### src/rtl/mux_pkg.sv
// mux_pkg: shared constants and select helpers for mux_2x1.
// Helpers work on N_MAX-bit vectors; callers zero-extend narrower selects.
package mux_pkg;

  localparam int N_DEFAULT = 4;
  localparam int N_MAX     = 32;

  typedef logic [N_MAX-1:0] sel_wide_t;

  // Isolates the lowest set bit (two's-complement trick).
  function automatic sel_wide_t lowest_onehot(
    input sel_wide_t sel
  );
    return sel & (-sel);
  endfunction

  // True when exactly one bit is set.
  function automatic logic is_onehot(
    input sel_wide_t sel
  );
    return (sel != '0) &&
           ((sel & (sel - sel_wide_t'(1))) == '0);
  endfunction

endpackage

### src/rtl/mux_aor_slice.sv
// mux_aor_slice: masked AND-OR reduction select.
// Ports: a (data), sel (select), y (lowest-selected bit of a, 0 if sel==0).
module mux_aor_slice
  import mux_pkg::*;
#(
  parameter int N = N_DEFAULT
) (
  input  logic [N-1:0] a,
  input  logic [N-1:0] sel,
  output logic         y
);

  logic [N-1:0] mask;

  // Keep only the lowest set select bit so multi-hot
  // resolves the same way as the priority styles.
  assign mask = sel & (~sel + N'(1));
  assign y    = |(a & mask);

endmodule

### src/rtl/mux_2x1.sv
// mux_2x1: one-hot select mux in five coding styles plus registered bit/error.
// Ports: clk_i, rst_i (async high), a_i, sel_i -> y_*_o, y_q_o, sel_err_o.
// Optional: define MUX_ASSERT_EN for simulation cross-check assertions.
module mux_2x1
  import mux_pkg::*;
#(
  parameter int N = N_DEFAULT
) (
  input  logic         clk_i,
  input  logic         rst_i,
  input  logic [N-1:0] a_i,
  input  logic [N-1:0] sel_i,
  output logic         y_ter_o,
  output logic         y_case_o,
  output logic         y_ifelse_o,
  output logic         y_loop_o,
  output logic         y_aor_o,
  output logic         y_q_o,
  output logic         sel_err_o
);

  if (N < 2 || N > N_MAX) begin : g_bad_n
    $error("mux_2x1: N out of range");
  end

  // Ternary chain: stage k falls through to k+1,
  // so the lowest selected bit wins.
  logic [N:0] ter_chain;

  assign ter_chain[N] = 1'b0;

  for (genvar k = 0; k < N; k++) begin : g_ter
    assign ter_chain[k] =
      sel_i[k] ? a_i[k] : ter_chain[k+1];
  end

  assign y_ter_o = ter_chain[0];

  // Case: one-hot values enumerated; the fallback
  // handles zero and multi-hot by priority.
  logic case_hit;

  always_comb begin
    y_case_o = 1'b0;
    case_hit = 1'b0;
    for (int k = 0; k < N; k++) begin
      case (sel_i)
        (N'(1) << k): begin
          y_case_o = a_i[k];
          case_hit = 1'b1;
        end
        default: ;
      endcase
    end
    if (!case_hit) begin
      y_case_o = |(N_MAX'(a_i) &
        lowest_onehot(N_MAX'(sel_i)));
    end
  end

  // If/else-if chain, lowest index tested first.
  logic if_found;

  always_comb begin
    y_ifelse_o = 1'b0;
    if_found   = 1'b0;
    for (int k = 0; k < N; k++) begin
      if (if_found) begin
        if_found = 1'b1;
      end else if (sel_i[k]) begin
        y_ifelse_o = a_i[k];
        if_found   = 1'b1;
      end
    end
  end

  // Loop: descending, so the lowest k writes last.
  always_comb begin
    y_loop_o = 1'b0;
    for (int k = N - 1; k >= 0; k--) begin
      if (sel_i[k]) begin
        y_loop_o = a_i[k];
      end
    end
  end

  mux_aor_slice #(
    .N (N)
  ) u_aor (
    .a   (a_i),
    .sel (sel_i),
    .y   (y_aor_o)
  );

  always_ff @(posedge clk_i or posedge rst_i) begin
    if (rst_i) begin
      y_q_o     <= 1'b0;
      sel_err_o <= 1'b0;
    end else begin
      y_q_o     <= y_ter_o;
      sel_err_o <= !is_onehot(N_MAX'(sel_i));
    end
  end

`ifdef MUX_ASSERT_EN
  always @(a_i or sel_i) begin
    #0;
    assert ((y_ter_o == y_case_o) &&
            (y_ter_o == y_ifelse_o) &&
            (y_ter_o == y_loop_o) &&
            (y_ter_o == y_aor_o))
      else $error("mux_2x1: styles disagree");
  end

  property p_sel_err;
    @(posedge clk_i) disable iff (rst_i)
      !$past(rst_i) |->
        (sel_err_o == !$past($onehot(sel_i)));
  endproperty

  a_sel_err: assert property (p_sel_err)
    else $error("mux_2x1: sel_err_o wrong");
`else
`endif

endmodule

### config.mk
export PLATFORM = sky130hd
export DESIGN_NAME = mux_2x1
export DESIGN_NICKNAME = d
export VERILOG_FILES = /design/src/rtl/mux_pkg.sv /design/src/rtl/mux_aor_slice.sv /design/src/rtl/mux_2x1.sv
export SDC_FILE = /design/constraint.sdc
export NUM_CORES = 1
export LEC_CHECK = 0
export CORE_AREA = 2 2 39 41
export DETAILED_ROUTE_END_ITERATION = 6
export DIE_AREA = 0 0 41 43
export GPL_TIMING_DRIVEN = 0
export PLACE_DENSITY_LB_ADDON = 0.15
export SETUP_SLACK_MARGIN = 0.3
export SYNTH_ARGS = -nofsm -noshare
export SYNTH_HDL_FRONTEND = slang
export SYNTH_SLANG_ARGS = --single-unit
### constraint.sdc
create_clock -name clk_i -period 0.95 [get_ports clk_i]
set_clock_uncertainty 0.1 [all_clocks]
set_input_delay 0.19 -clock clk_i [delete_from_list [all_inputs] [get_ports clk_i]]
set_output_delay 0.19 -clock clk_i [all_outputs]
set_load 0.01 [all_outputs]
==> impl_results.md <==
* Initial Utilization at 0.105
* Vias at roughly 240
* Final WL at ~560 um
* CTS buffer count at 3
* Worst setup SP type: primary input
* CP arrival at 970 ps
* Antenna Cells at 0
* First-pass DRT Iterations at 1
* Top Ports at 17
* Cell Int Power at around 360 uW
* Setup crit end kind: primary output
* Site row count at 14
* Worst vdd ir at 0.680 mV
* Share of cells above drive strength 1 at 0.750
* Clock Power Share at 0.372
* WS Path Type: in -> out
* GPL Wtd Cong at 0.612
* Aggregate global-route resource usage at 0.0832
* Slew Limit Fails at 0
* Post-CTS Hold Fix Bufs at 0
* Wire per inst at approximately 9.3 um
* Cell count after placement at 50
* Leak at 0.000205 uW
* First-pass GRT wire length at 979 um
* Worst-path clk slew at roughly 30 ps
* Sw Ratio at 0.271
* # clock sinks at 2
* Seq/Total Area, Yosys at 0.345
* Final hold violation count at 0
* Mapped Area at around 150 sq um
* Sequential share of power at 0.194
* Vias per cell at 3.92
* Maximum clock rate at about 790 MHz
* Grt ovf at 0
* Max-capacitance violation count at 0
* Worst Max-Slew Pin Slew at 201 ps
* Post-route DRC at 0
* Fillers at 148
* Initial antenna violation count at 0
* Data required, critical path at around 660 ps
* Final worst path period need at 1260 ps
* PwrDens at 1080 nW/um^2
* Synth Register Bits at 2
* Mapped Cells at 18
* Yosys warns at 0
* Syn Nets at 28
* CTS root buf: clkbuf_4
* Min-delay worst type: in -> async
* Status: complete, but fails checks
* Cell Count, Final, Fillers Out at 60
* Layout Nets at 56
* DRT antenna net count at 0
* DP HPWL at 381 um
* Failing checks: setup timing
* RSZ-0062 raised after global routing: true
* Tcrit/Tclk final at 1.33
* Fin worst setup slack at -310 ps
* Worst-path fanout max at 4
* Library cells used by synthesis at 13
* Combinational Power Share at 0.434
* Die W at slightly above 40 um
* Die height at 43 um
* Avg Cell Area, Syn at 8.06 sq um
* Clock buffer depth at 2
* IO buf count at 16
* Slew headroom at 0.866
* Setup violators final at 7
* Largest net degree at the start of global routing at 6
* Detailed router's first-iteration violation count at 0
* Sw power at between 100 and 150 uW
* Number of global-route vias before repair at 234
* Area delta synth->final at 217%
* Dpl ws at -1220 ps
* Die ar. at 1760 sq um
* Core ar. at 1380 sq um
* CTS H-tree lvls at 1
* CTS tree: yes
-- layer usage --
metal,share of wire,track usage
met1,0.30,0.0863
met4,0,0.0200
met2,0.55,0.138
met3,0.14,0.0471
met5,0,0
-- flip-flops by register name (all words and copies together) (netlist names) --
register,cells
sel_err_o,1
y_q_o,1
-- synthesized netlist by cell type --
cell type  count  share of area
a21oi_1        4           0.14
a31oi_1        1          0.043
a32oi_1        1          0.060
buf_4          1          0.052
dfrtp_1        2           0.34
inv_1          2          0.052
nor2_1         1          0.026
nor2b_1        1          0.043
o21ai_0        1          0.034
o21ai_1        1          0.034
o31ai_1        1          0.052
or3b_1         1          0.060
xnor2_1        1          0.060
-- repair_timing --
| item | CTS | global route |
|---|---|---|
| setup endpoints to repair | 9 | 9 |
| setup buffers | 6 | 1 |
| pin swaps | 3 | 3 |
| resized for setup | 73 | 7 |
-- power by group through the flow --
stage	registers, uW	clock network (uW)	logic [uW]
after floorplan	101	0	55.8
after global placement	96.1	0	165
after detailed placement	96.7	0	168
after CTS	95.4	190	193
after global routing	96.9	206	233
final	96.1	185	215
-- logic make-up after synthesis --
kind of cell	count (synthesis)	share of synthesized area
compound gates	9	0.362
buf+inv	3	0.103
simple gates	3	0.129
xor+xnor	1	0.0604
flops	2	0.345
-- worst max-delay path, cell delays in order --
cell and delay [ps]:
buf_8 100, a32oi_4 240, a21oi_2 80, buf_4 140, buf_6 100, buf_6 110
-- stage by stage --
stage          hold slack [ps]  TNS (ps)  area (sq um)  utilization  total power (uW)
2_1_floorplan             -169      -126           170            -               156
3_3_place_gp               248     -6950           350        0.253               261
3_5_place_dp               249     -7130           350        0.253               265
4_1_cts                   21.2     -1420           422        0.305               479
5_1_grt                   20.8     -1650           460        0.333               537
6_report                  21.2     -1380           460        0.333               496
-- area by class of cell --
cell class,instances,area [sq um],share of cell area
inverters,2,7.51,0.0163
plain buffers,1,11.3,0.0245
clock buffers,3,22.5,0.0489
well taps,16,20.0,0.0435
multi-input cells,13,144,0.312
repair buffers,23,205,0.446
flip-flops and latches,2,50.0,0.109
-- worst paths after layout --
kind	slack (ps)	cells past startpoint	endpoint	startpoint
worst max-delay path	-310	6	y_ter_o	sel_i[3]
worst min-delay path	20	2	y_q_o	rst_i
max in group asynchronous	620	2	sel_err_o	rst_i
min in group clk_i	120	3	sel_err_o	sel_i[3]
-- cell usage in the layout (no fill, tap or decap) --
master	n
buf_6	6
buf_12	1
a31oi_4	1
a32oi_4	1
or3b_1	1
o31ai_1	1
buf_4	6
nor2_4	1
dlygate4sd2_1	1
buf_2	6
clkbuf_2	1
a21oi_2	4
o21ai_1	2
clkbuf_4	3
nor2b_4	1
inv_1	2
buf_8	2
clkdlybuf4s50_1	1
dfrtp_1	2
xnor2_1	1
No activity file was read; power rests on OpenSTA's default activity.
